### src/rtl/unidade_controle_exp6_if.sv
// Control/status bundle between the game controller and its datapath.
// The datapath side (master) drives the status flags and consumes the control strobes.
interface unidade_controle_exp6_if;
    logic       iniciar;
    logic       fimE;
    logic       fimRod;
    logic       fimT;
    logic       igual;
    logic       enderecoIgualRodada;
    logic       jogada_feita;

    logic       zeraE;
    logic       contaE;
    logic       zeraRod;
    logic       contaRod;
    logic       zeraT;
    logic       contaT;
    logic       zeraR;
    logic       registraR;
    logic       pronto;
    logic       acertou;
    logic       errou;
    logic       timeout;
    logic [4:0] db_estado;

    modport master (
        output iniciar, fimE, fimRod, fimT, igual, enderecoIgualRodada, jogada_feita,
        input  zeraE, contaE, zeraRod, contaRod, zeraT, contaT, zeraR, registraR,
        input  pronto, acertou, errou, timeout, db_estado
    );

    modport slave (
        input  iniciar, fimE, fimRod, fimT, igual, enderecoIgualRodada, jogada_feita,
        output zeraE, contaE, zeraRod, contaRod, zeraT, contaT, zeraR, registraR,
        output pronto, acertou, errou, timeout, db_estado
    );
endinterface

### src/rtl/unidade_controle_exp6.sv
// Moore controller for the memory game: sequences rounds and plays, and reports
// the game outcome (hit, miss or timeout).
module unidade_controle_exp6 #(
    parameter bit TIMEOUT_HAB = 1'b1
) (
    input  logic                     clock,
    input  logic                     reset,
    unidade_controle_exp6_if.slave   ctl
);

    typedef enum logic [4:0] {
        INICIAL        = 5'h00,
        PREPARACAO     = 5'h01,
        INICIA_RODADA  = 5'h02,
        ESPERA_JOGADA  = 5'h03,
        REGISTRA       = 5'h04,
        COMPARA        = 5'h05,
        PROXIMA_JOGADA = 5'h06,
        PROXIMA_RODADA = 5'h07,
        FINAL_ACERTOU  = 5'h0A,
        FINAL_ERROU    = 5'h0E,
        FINAL_TIMEOUT  = 5'h0F
    } estado_t;

    // Output vector order: zeraE contaE zeraRod contaRod zeraT contaT zeraR registraR
    //                      pronto acertou errou timeout
    localparam logic [11:0] S_NADA      = 12'b0000_0000_0000;
    localparam logic [11:0] S_PREPARA   = 12'b1010_1010_0000;
    localparam logic [11:0] S_INICIA    = 12'b1000_1000_0000;
    localparam logic [11:0] S_ESPERA    = 12'b0000_0100_0000;
    localparam logic [11:0] S_REGISTRA  = 12'b0000_1001_0000;
    localparam logic [11:0] S_PROX_JOG  = 12'b0100_0000_0000;
    localparam logic [11:0] S_PROX_ROD  = 12'b0001_0000_0000;
    localparam logic [11:0] S_ACERTOU   = 12'b0000_0000_1100;
    localparam logic [11:0] S_ERROU     = 12'b0000_0000_1010;
    localparam logic [11:0] S_TIMEOUT   = 12'b0000_0000_1001;

    estado_t     estado_r;
    estado_t     prox_s;
    logic [11:0] saidas_r;
    logic        unused_s;

    // Next-state rule; a play in the same cycle as timer end takes priority.
    function automatic estado_t proximo(
        input estado_t e,
        input logic    ini,
        input logic    jf,
        input logic    ft,
        input logic    ig,
        input logic    eir,
        input logic    fr
    );
        estado_t n;
        case (e)
            INICIAL:        n = ini ? PREPARACAO : INICIAL;
            PREPARACAO:     n = INICIA_RODADA;
            INICIA_RODADA:  n = ESPERA_JOGADA;
            ESPERA_JOGADA: begin
                if (jf) begin
                    n = REGISTRA;
                end else if (ft && TIMEOUT_HAB) begin
                    n = FINAL_TIMEOUT;
                end else begin
                    n = ESPERA_JOGADA;
                end
            end
            REGISTRA:       n = COMPARA;
            COMPARA: begin
                if (!ig) begin
                    n = FINAL_ERROU;
                end else if (!eir) begin
                    n = PROXIMA_JOGADA;
                end else if (!fr) begin
                    n = PROXIMA_RODADA;
                end else begin
                    n = FINAL_ACERTOU;
                end
            end
            PROXIMA_JOGADA: n = ESPERA_JOGADA;
            PROXIMA_RODADA: n = INICIA_RODADA;
            FINAL_ACERTOU:  n = ini ? PREPARACAO : FINAL_ACERTOU;
            FINAL_ERROU:    n = ini ? PREPARACAO : FINAL_ERROU;
            FINAL_TIMEOUT:  n = ini ? PREPARACAO : FINAL_TIMEOUT;
            default:        n = INICIAL;
        endcase
        return n;
    endfunction

    // Moore decode of a state code into the control/status vector.
    function automatic logic [11:0] decodifica(input estado_t e);
        logic [11:0] s;
        case (e)
            PREPARACAO:     s = S_PREPARA;
            INICIA_RODADA:  s = S_INICIA;
            ESPERA_JOGADA:  s = S_ESPERA;
            REGISTRA:       s = S_REGISTRA;
            PROXIMA_JOGADA: s = S_PROX_JOG;
            PROXIMA_RODADA: s = S_PROX_ROD;
            FINAL_ACERTOU:  s = S_ACERTOU;
            FINAL_ERROU:    s = S_ERROU;
            FINAL_TIMEOUT:  s = S_TIMEOUT;
            default:        s = S_NADA;
        endcase
        return s;
    endfunction

    // Next state from the current state and the datapath flags.
    always_comb begin
        prox_s = proximo(estado_r, ctl.iniciar, ctl.jogada_feita, ctl.fimT,
                         ctl.igual, ctl.enderecoIgualRodada, ctl.fimRod);
    end

    // State register; outputs are registered as the decode of the state being entered,
    // so they always equal the decode of estado_r.
    always_ff @(posedge clock or negedge reset) begin
        if (!reset) begin
            estado_r <= INICIAL;
            saidas_r <= S_NADA;
        end else begin
            estado_r <= prox_s;
            saidas_r <= decodifica(prox_s);
        end
    end

    // fimE is informational only; round end is decided by enderecoIgualRodada.
    assign unused_s = ctl.fimE;

    assign ctl.zeraE     = saidas_r[11];
    assign ctl.contaE    = saidas_r[10];
    assign ctl.zeraRod   = saidas_r[9];
    assign ctl.contaRod  = saidas_r[8];
    assign ctl.zeraT     = saidas_r[7];
    assign ctl.contaT    = saidas_r[6];
    assign ctl.zeraR     = saidas_r[5];
    assign ctl.registraR = saidas_r[4];
    assign ctl.pronto    = saidas_r[3];
    assign ctl.acertou   = saidas_r[2];
    assign ctl.errou     = saidas_r[1];
    assign ctl.timeout   = saidas_r[0];
    assign ctl.db_estado = estado_r;

endmodule

### src/flat_wrapper.sv
// flat-port wrapper written by rule: the top's interface ports become plain ports
module unidade_controle_exp6_flat 
#(
    parameter bit TIMEOUT_HAB = 1'b1
)
  (clock, reset, ctl_iniciar, ctl_fimE, ctl_fimRod, ctl_fimT, ctl_igual, ctl_enderecoIgualRodada, ctl_jogada_feita, ctl_zeraE, ctl_contaE, ctl_zeraRod, ctl_contaRod, ctl_zeraT, ctl_contaT, ctl_zeraR, ctl_registraR, ctl_pronto, ctl_acertou, ctl_errou, ctl_timeout, ctl_db_estado);
  unidade_controle_exp6_if ctl_i ();
  input  logic clock;
  input  logic reset;
  input wire logic [$bits(ctl_i.iniciar)-1:0] ctl_iniciar;
  input wire logic [$bits(ctl_i.fimE)-1:0] ctl_fimE;
  input wire logic [$bits(ctl_i.fimRod)-1:0] ctl_fimRod;
  input wire logic [$bits(ctl_i.fimT)-1:0] ctl_fimT;
  input wire logic [$bits(ctl_i.igual)-1:0] ctl_igual;
  input wire logic [$bits(ctl_i.enderecoIgualRodada)-1:0] ctl_enderecoIgualRodada;
  input wire logic [$bits(ctl_i.jogada_feita)-1:0] ctl_jogada_feita;
  output wire logic [$bits(ctl_i.zeraE)-1:0] ctl_zeraE;
  output wire logic [$bits(ctl_i.contaE)-1:0] ctl_contaE;
  output wire logic [$bits(ctl_i.zeraRod)-1:0] ctl_zeraRod;
  output wire logic [$bits(ctl_i.contaRod)-1:0] ctl_contaRod;
  output wire logic [$bits(ctl_i.zeraT)-1:0] ctl_zeraT;
  output wire logic [$bits(ctl_i.contaT)-1:0] ctl_contaT;
  output wire logic [$bits(ctl_i.zeraR)-1:0] ctl_zeraR;
  output wire logic [$bits(ctl_i.registraR)-1:0] ctl_registraR;
  output wire logic [$bits(ctl_i.pronto)-1:0] ctl_pronto;
  output wire logic [$bits(ctl_i.acertou)-1:0] ctl_acertou;
  output wire logic [$bits(ctl_i.errou)-1:0] ctl_errou;
  output wire logic [$bits(ctl_i.timeout)-1:0] ctl_timeout;
  output wire logic [$bits(ctl_i.db_estado)-1:0] ctl_db_estado;
  assign ctl_i.iniciar = ctl_iniciar;
  assign ctl_i.fimE = ctl_fimE;
  assign ctl_i.fimRod = ctl_fimRod;
  assign ctl_i.fimT = ctl_fimT;
  assign ctl_i.igual = ctl_igual;
  assign ctl_i.enderecoIgualRodada = ctl_enderecoIgualRodada;
  assign ctl_i.jogada_feita = ctl_jogada_feita;
  assign ctl_zeraE = ctl_i.zeraE;
  assign ctl_contaE = ctl_i.contaE;
  assign ctl_zeraRod = ctl_i.zeraRod;
  assign ctl_contaRod = ctl_i.contaRod;
  assign ctl_zeraT = ctl_i.zeraT;
  assign ctl_contaT = ctl_i.contaT;
  assign ctl_zeraR = ctl_i.zeraR;
  assign ctl_registraR = ctl_i.registraR;
  assign ctl_pronto = ctl_i.pronto;
  assign ctl_acertou = ctl_i.acertou;
  assign ctl_errou = ctl_i.errou;
  assign ctl_timeout = ctl_i.timeout;
  assign ctl_db_estado = ctl_i.db_estado;
  unidade_controle_exp6 #(.TIMEOUT_HAB(TIMEOUT_HAB)) u_core (.clock(clock), .reset(reset), .ctl(ctl_i));
endmodule
### config.mk
export PLATFORM = sky130hd
export DESIGN_NAME = unidade_controle_exp6_flat
export DESIGN_NICKNAME = d
export VERILOG_FILES = /design/src/rtl/unidade_controle_exp6_if.sv /design/src/rtl/unidade_controle_exp6.sv /design/src/flat_wrapper.sv
export SDC_FILE = /design/constraint.sdc
export NUM_CORES = 1
export LEC_CHECK = 0
export BUFFER_PORTS_ARGS = -buffer_cell sky130_fd_sc_hd__buf_2
export CAP_MARGIN = 20
export CORE_MARGIN = 2
export CORE_UTILIZATION = 46
export CTS_BUF_LIST = sky130_fd_sc_hd__clkbuf_8
export CTS_CLUSTER_DIAMETER = 60
export DETAILED_ROUTE_END_ITERATION = 10
export PLACE_DENSITY = 0.8
export SLEW_MARGIN = 20
export SYNTH_ARGS = -nofsm -noshare
export SYNTH_HDL_FRONTEND = slang
export SYNTH_SLANG_ARGS = --single-unit
### constraint.sdc
create_clock -name clock -period 1.8 [get_ports clock]
set_input_delay 0.54 -clock clock [delete_from_list [all_inputs] [get_ports clock]]
set_output_delay 0.54 -clock clock [all_outputs]
set_load 0.02 [all_outputs]
==> results_dict.tcl, run 1 <==
set metrics [dict create \
    outcome "finished, final reports clean" \
    drt-total-wl_mm 1.54 \
    ys.flop_type "dfrtp_1" \
    maxCapViolCount 0 \
    max_freq_ghz 0.587 \
    report.final.slew_viol_count 0 \
    post-dp-hpwl_mm 1.19 \
    diodes 0 \
    setup_violations 0 \
    cts_buffer_depth 2 \
    dieWidth_um 45 \
    synthMuxAreaShare_pct 0 \
    ys_warn_count 0 \
    synth-edff-count 0 \
    critical_path_peak_fanout 5 \
    post_synth_instance_area_um2 773 \
    drt_drc_violations_left 0 \
    grt_antenna_before_repair 0 \
    syn-num-nets 78 \
    post_synthesis_register_bit_count 15 \
    worst_setup_slack_after_placement_ns -0.0121 \
    die_h_um 45 \
    area.growth.synth_to_final_pct 31.4 \
    cp-end-kind "register" \
    timing.rr.start "u_core.ctl.db_estado[3]$_DFF_PN0_" \
    clock_skew_ns 0.00461 \
    route.detailed.wl_per_inst_um 13.8 \
    r2r_endpoint "u_core.saidas_r[7]$_DFF_PN0_" \
    pin_count_of_the_biggest_net_entering_global_routing 16 \
    layout_min_cycle_time_ns 1.70 \
    peakVddDrop_mv 1.20 \
    post-route-worst-setup-slack_ns 0.0974 \
    power_density_nw_per_um2 1960 \
    detail-route-antenna-nets 0 \
    postSynthCellCount 67 \
    vias_per_cell 5.43 \
    cts_num_sinks 15 \
    globalplace.congestion 0.739 \
    drt_iter0_markers 3 \
    fill_cells 121 \
    hold_slack_ns 0.180 \
    rsz0062_at_grt "false" \
    worstRegToRegCells 5 \
    design.core.area_um2 1540 \
    layout-drive-gt1-share_pct 51.0 \
    via_count_of_the_first_global_routing_pass 587 \
    async_flop_share_pct 100 \
    synth.yosys.seq_area_share_pct 48.5 \
    insertion_delay_ns 0.25 \
    tritoncts_clock_tree "done" \
    synth-xor-area-share_pct 0 \
    hold_path_class "input port to async pin" \
    die-area_um2 2030 \
    synth-compound-area-share_pct 14.4 \
    finalHoldViolations 0 \
    initial_core_util_pct 50.2 \
    htree_num_levels 1 \
    setup.reg_to_reg.worst_slack_ns 0.1 \
    utilization_pct 65.9 \
    synth_top_family_by_area "simple AND/OR/NAND/NOR gates" \
    yosys.area_share.adder_pct 3.24 \
    leakage_nw 0.510 \
    vias 608 \
    synth_cell_types 33 \
    globalRouteTotalUtil_pct 17.8 \
    cts_buf_count 3 \
    design_power_total_mw 1.99 \
    placement.io_buffers 23 \
    final_net_count 108 \
    grt_overflow 0 \
    worst_ep_required_time_ns 1.95 \
    detailedRoute.firstPassIterationCount 3 \
    crit_type "register to register" \
    ctsRootBufferMaster "clkbuf_8" \
    clock_pin_slew_worst_setup_and_hold_paths_ns 0.06 \
    fp-row-count 14 \
    layout_worst_path_cycle_share_pct 94.6 \
    io_pins 26 \
    post_synthesis_simple_gate_area_fraction_pct 25.6 \
    timing.critical_path.arrival_ns 1.86 \
    postSynthAreaPerCell_um2 11.5 \
    grt_pass1_wl_mm 2.53 \
    startpoint_type "register" \
]
-- synthesized netlist by cell type (all sizes together) (2+ instances only) --
cell	count	area share (%)
nand2	3	1.5
or2	3	2.4
nor3	3	1.9
buf	5	4.7
nand4bb	2	5.0
inv	5	3.1
nor2	3	1.5
ha	2	3.2
o311ai	2	4.5
dfrtp	15	49
nor2b	2	1.6
o21a	2	1.9
nand2b	2	1.6
nor3b	2	1.9
a21oi	3	1.9
and3	2	1.6
-- worst max-delay path: stages (launching register included) --
cell,delay (ns)
dfrtp_2,0.43
nand4bb_4,0.22
or3_4,0.38
o311ai_2,0.08
ha_1,0.30
o32ai_2,0.21
-- cells in the final DEF, fill, tap and decap left out, types with 2 or more instances in the layout --
cell type,synthesis,layout
nor2b_1,2,2
clkbuf_8,0,3
inv_1,4,5
nor3_1,3,3
nand2_1,3,3
a21oi_1,3,3
o21a_1,2,2
and3_1,2,2
dfrtp_2,0,3
buf_2,2,23
dfrtp_1,15,12
buf_4,2,7
nor2_1,3,3
nand2b_1,2,2
-- per-layer routing --
layer	GRT usage, %	vias up	share of wire (%)
met5	0	-	0
met4	6.47	0	1.0
met3	7.60	2	5.6
met2	29.1	16	53
met1	20.9	297	40
li1	-	293	-
-- kinds of logic (layout without fill, tap and decap cells) --
group | Yosys count | in the layout
simple gates | 26 | 26
flops | 15 | 15
compound gates | 13 | 13
buf+inv | 10 | 39
fa+ha+maj | 2 | 2
other cells | 1 | 1
-- registers in the layout, indices dropped and copies added (netlist names) --
| signal | count |
|---|---|
| u_core.ctl.db_estado | 4 |
| u_core.saidas_r | 11 |
-- power breakdown --
part / switching, mW / internal (mW) / total, mW / leakage (nW)
combinational: 0.650 / 0.547 / 1.20 / 0.290
clock: 0.109 / 0.151 / 0.260 / 0.0269
sequential: 0.0785 / 0.454 / 0.532 / 0.193
total: 0.838 / 1.15 / 1.99 / 0.510
-- layout make-up --
type,instances,area (um2),area share [%]
multi-input cells,42,380,37.4
flip-flops and latches,15,379,37.3
repair buffers,30,168,16.5
clock buffers,3,41.3,4.06
inverters,5,23.8,2.34
well taps,16,20.0,1.97
clock inverters,1,3.75,0.369
-- through the flow --
step / instance area (um2) / TNS (ns) / instances
2_1_floorplan: 795 / -0.0411 / 67
3_3_place_gp: 946 / 0 / 108
3_5_place_dp: 946 / -0.0121 / 108
4_1_cts: 1000 / 0 / 112
5_1_grt: 1020 / 0 / 112
6_report: 1020 / 0 / 112
-- worst max path at each step --
stage | to | slack [ns] | from | depth (start not counted)
after global placement | u_core.saidas_r[7]$_DFF_PN0_ | 0.05 | ctl_iniciar | 5
after floorplan | u_core.saidas_r[7]$_DFF_PN0_ | -0.04 | u_core.ctl.db_estado[3]$_DFF_PN0_ | 6
after global routing | u_core.saidas_r[7]$_DFF_PN0_ | 0.0008 | u_core.ctl.db_estado[2]$_DFF_PN0_ | 5
after CTS | u_core.saidas_r[7]$_DFF_PN0_ | 0.03 | u_core.ctl.db_estado[3]$_DFF_PN0_ | 5
final | u_core.saidas_r[7]$_DFF_PN0_ | 0.1 | u_core.ctl.db_estado[3]$_DFF_PN0_ | 5
after detailed placement | u_core.saidas_r[7]$_DFF_PN0_ | -0.01 | u_core.ctl.db_estado[0]$_DFF_PN0_ | 5
-- timing repair --
item	in CTS	in global routing
hold buffers	0	0
setup buffers	0	0
setup endpoints to repair	1	8
resized for setup	2	5
pin swaps	0	2
Note: power is estimated with default switching activity, not from simulation.
==> run 2: changes to the inputs <==
--- a/config.mk
+++ b/config.mk
@@ -5,6 +5,7 @@
 export SDC_FILE = /design/constraint.sdc
 export NUM_CORES = 1
 export LEC_CHECK = 0
+export ABC_AREA = 1
 export BUFFER_PORTS_ARGS = -buffer_cell sky130_fd_sc_hd__buf_2
 export CAP_MARGIN = 20
 export CORE_MARGIN = 2
@@ -12,7 +13,7 @@
 export CTS_BUF_LIST = sky130_fd_sc_hd__clkbuf_8
 export CTS_CLUSTER_DIAMETER = 60
 export DETAILED_ROUTE_END_ITERATION = 10
-export PLACE_DENSITY = 0.8
+export PLACE_DENSITY = 0.79
 export SLEW_MARGIN = 20
 export SYNTH_ARGS = -nofsm -noshare
 export SYNTH_HDL_FRONTEND = slang
==> run 2 against run 1 <==
  * Design area fell by 3.2%
  * Global-route usage fell by 1.3 points
  * Largest cell class is now flip-flops and latches
  * Critical path type unchanged
  * First-iteration DRC count rose to 6.3 times the previous value
  * Synthesized area rose by 5.5%
  * Highest routed layer unchanged
  * Die area rose by 5.0%
  * Wire length fell by 3.2%
==> results_dict.tcl, run 2 <==
set metrics [dict create \
    outcome "finished, final reports clean" \
    ctsRootBufferMaster "clkbuf_8" \
    pin_count_of_the_biggest_net_entering_global_routing 16 \
    rsz0062_at_grt "false" \
    final_cell_mix "29 x nand2_1, 23 x buf_2, 21 x nor2_1" \
    layout_min_cycle_time_ns 1.58 \
    vias_per_cell 4.63 \
    synth.top_cells.by_area "dfrtp_1 46%, nand2_1 13%, nor2_1 9.7%" \
    crit_path_max_incr_delay_ns 0.45 \
    die_h_um 46.1 \
    worst_ep_required_time_ns 1.98 \
    final_cell_area_um2 983 \
    setup.reg_to_reg.worst_slack_ns 0.22 \
    grt_use_met3_pct 3.53 \
    crit_type "register to register" \
    setup_violations 0 \
    yosys.area.top_type "dfrtp_1" \
    post_synth_instance_area_um2 816 \
    timing.critical_path.from "u_core.ctl.db_estado[1]$_DFF_PN0_" \
    drt_drc_violations_left 0 \
    via_count_of_the_first_global_routing_pass 618 \
    postSynthCellCount 111 \
    timing.rr.start "u_core.ctl.db_estado[1]$_DFF_PN0_" \
    leakage_nw 0.649 \
    dieWidth_um 46.1 \
    post_route_setup_tns_ns 0 \
    utilization_pct 58.2 \
    clock_skew_ns 0.00334 \
    design.core.area_um2 1690 \
    worst_setup_slack_after_placement_ns 0.0611 \
    sequential_fraction_of_design_power_pct 30.0 \
    ys.flop_type "dfrtp_1" \
    critical_path_peak_fanout 7 \
    detailedRoute.firstPassIterationCount 4 \
    power_density_nw_per_um2 1790 \
    post_synthesis_register_bit_count 15 \
    area.growth.synth_to_final_pct 20.6 \
    io_pins 26 \
    dpl_cell_area_um2 937 \
    grt_antenna_before_repair 0 \
    power_frac_comb_pct 55.0 \
    post-dp-hpwl_mm 1.20 \
    worstRegToRegCells 10 \
    post_cts_resized 0 \
    power_report.internal_total_uw 916 \
    critical-path-slowest-cell "dfrtp_1" \
    diodes 0 \
    layout-drive-gt1-share_pct 29.4 \
    htree_num_levels 1 \
    netSwitchingFraction_pct 47.9 \
    die-area_um2 2130 \
    clock_pin_slew_worst_setup_and_hold_paths_ns 0.06 \
    ys_warn_count 0 \
    async_flop_share_pct 100 \
    cts_setup_buffers 0 \
    syn-num-nets 122 \
    grt_overflow 0 \
    timing.critical_path.mode_cell "nand2_1" \
    hold_slack_ns 0.180 \
    hold_path_class "input port to async pin" \
    layout_worst_path_cycle_share_pct 87.8 \
    flip_flop_count_of_the_largest_register_after_layout 11 \
    timing.critical_path.arrival_ns 1.77 \
    post-route-worst-setup-slack_ns 0.219 \
    initial_core_util_pct 48.3 \
    final_net_count 148 \
    vias 709 \
    synth-edff-count 0 \
    cts_buf_count 3 \
    regMostFlops "u_core.saidas_r" \
    report.final.slew_viol_count 0 \
    route.detailed.wl_per_inst_um 9.75 \
    r2r_endpoint "u_core.saidas_r[7]$_DFF_PN0_" \
    grt_util_met2_pct 23.9 \
    globalplace.congestion 0.794 \
    cp-end-kind "register" \
    synth.top_cells.by_count "29 x nand2_1, 21 x nor2_1, 18 x inv_1, 15 x dfrtp_1, 8 x nand3_1" \
    fill_cells 146 \
    worst_setup_path_endpoint "u_core.saidas_r[7]$_DFF_PN0_" \
    grt_use_met1_pct 22.9 \
    maxCapViolCount 0 \
    cts_num_sinks 15 \
    insertion_delay_ns 0.24 \
    max_freq_ghz 0.633 \
    detail-route-antenna-nets 0 \
    placement.io_buffers 23 \
    drt-total-wl_mm 1.49 \
    grt_pass1_wl_mm 2.48 \
    tritoncts_clock_tree "done" \
    synth.yosys.seq_area_share_pct 46.0 \
    finalHoldViolations 0 \
    clock_power_share_pct 15.0 \
    grt_busiest_layer "met2" \
    crit_path_cell_trace "nand2_1 > inv_1 > nand2_1 > nand2_1 > nor2_1 > nand2_1 > ha_1 > nor2_1 > nand2_1 > nand2_1" \
    yosys.cell_count.top_type "nand2_1" \
    postSynthAreaPerCell_um2 7.35 \
    total_switching_power_uw 843 \
    fp-row-count 15 \
    synthDominantCellAreaShare_pct 46.0 \
    synth_cell_types 16 \
    startpoint_type "register" \
    drt_iter0_markers 19 \
    globalRouteTotalUtil_pct 16.6 \
    cts_buffer_depth 2 \
    peakVddDrop_mv 0.592 \
    layout.cells.most_common "nand2_1" \
    postCtsHoldBufs 0 \
]
[run 2: cell types whose count changed after synthesis, moves of 3 or more]
cell,before,now
a21oi_1,3,0
nand3_1,0,8
inv_2,0,4
nor2_2,0,4
nor2_1,3,21
nand2_1,3,29
inv_1,4,18
[run 2: final cells by class]
type                            count  area [um2]  area share [%]
Sequential cell                    15         375            38.2
Multi-Input combinational cell     72         343            34.9
Timing Repair Buffer               23         115            11.7
Inverter                           22        82.6            8.40
Clock buffer                        3        41.3            4.20
Tap cell                           17        21.3            2.16
Clock inverter                      1        5.00           0.509
[run 2: how the worst min path moves through the flow]
stage,slack (ns),end,cells after the start
after floorplan,0.24,u_core.ctl.db_estado[0]$_DFF_PN0_,0
after global placement,0.44,u_core.saidas_r[8]$_DFF_PN0_,1
final,0.18,u_core.saidas_r[3]$_DFF_PN0_,1
after global routing,0.21,u_core.ctl.db_estado[1]$_DFF_PN0_,1
after CTS,0.19,u_core.saidas_r[3]$_DFF_PN0_,1
after detailed placement,0.45,u_core.saidas_r[8]$_DFF_PN0_,1
[run 2: cells by family (layout without fill, tap and decap cells)]
logic type / Yosys count / in the layout / synth area share [%]
and+or+nand+nor: 68 / 68 / 37.9
buffers and inverters: 24 / 49 / 12.0
other: 1 / 1 / 0.460
adders and majority gates: 2 / 2 / 3.07
AOI/OAI and AO/OA: 1 / 1 / 0.613
DFF: 15 / 15 / 46.0
[run 2: through the flow]
stage	std cells	total power, mW
floorplan	111	1.26
detailed placement	149	1.50
CTS	153	1.77
global route	153	1.92
global placement	149	1.46
finish	153	1.76
[run 2: worst max-delay path: cells and delay by family (launching register included)]
kind                       cells  cell delay (ns)
adders and majority gates      1             0.27
buffers and inverters          1             0.08
DFF                            1             0.45
and+or+nand+nor                8             0.71
[run 2: layer usage]
metal	wire length (um)	vias up
met1	722	309
met2	677	26
met3	73	2
li1	-	372
met4	17	0
met5	0	-
[run 2: power by group through the flow]
stage	Combinational (mW)	Clock [mW]	Sequential [mW]
global placement	0.931	0	0.531
floorplan	0.604	0	0.655
global route	1.09	0.286	0.547
finish	0.968	0.264	0.527
CTS	0.970	0.272	0.527
detailed placement	0.962	0	0.534
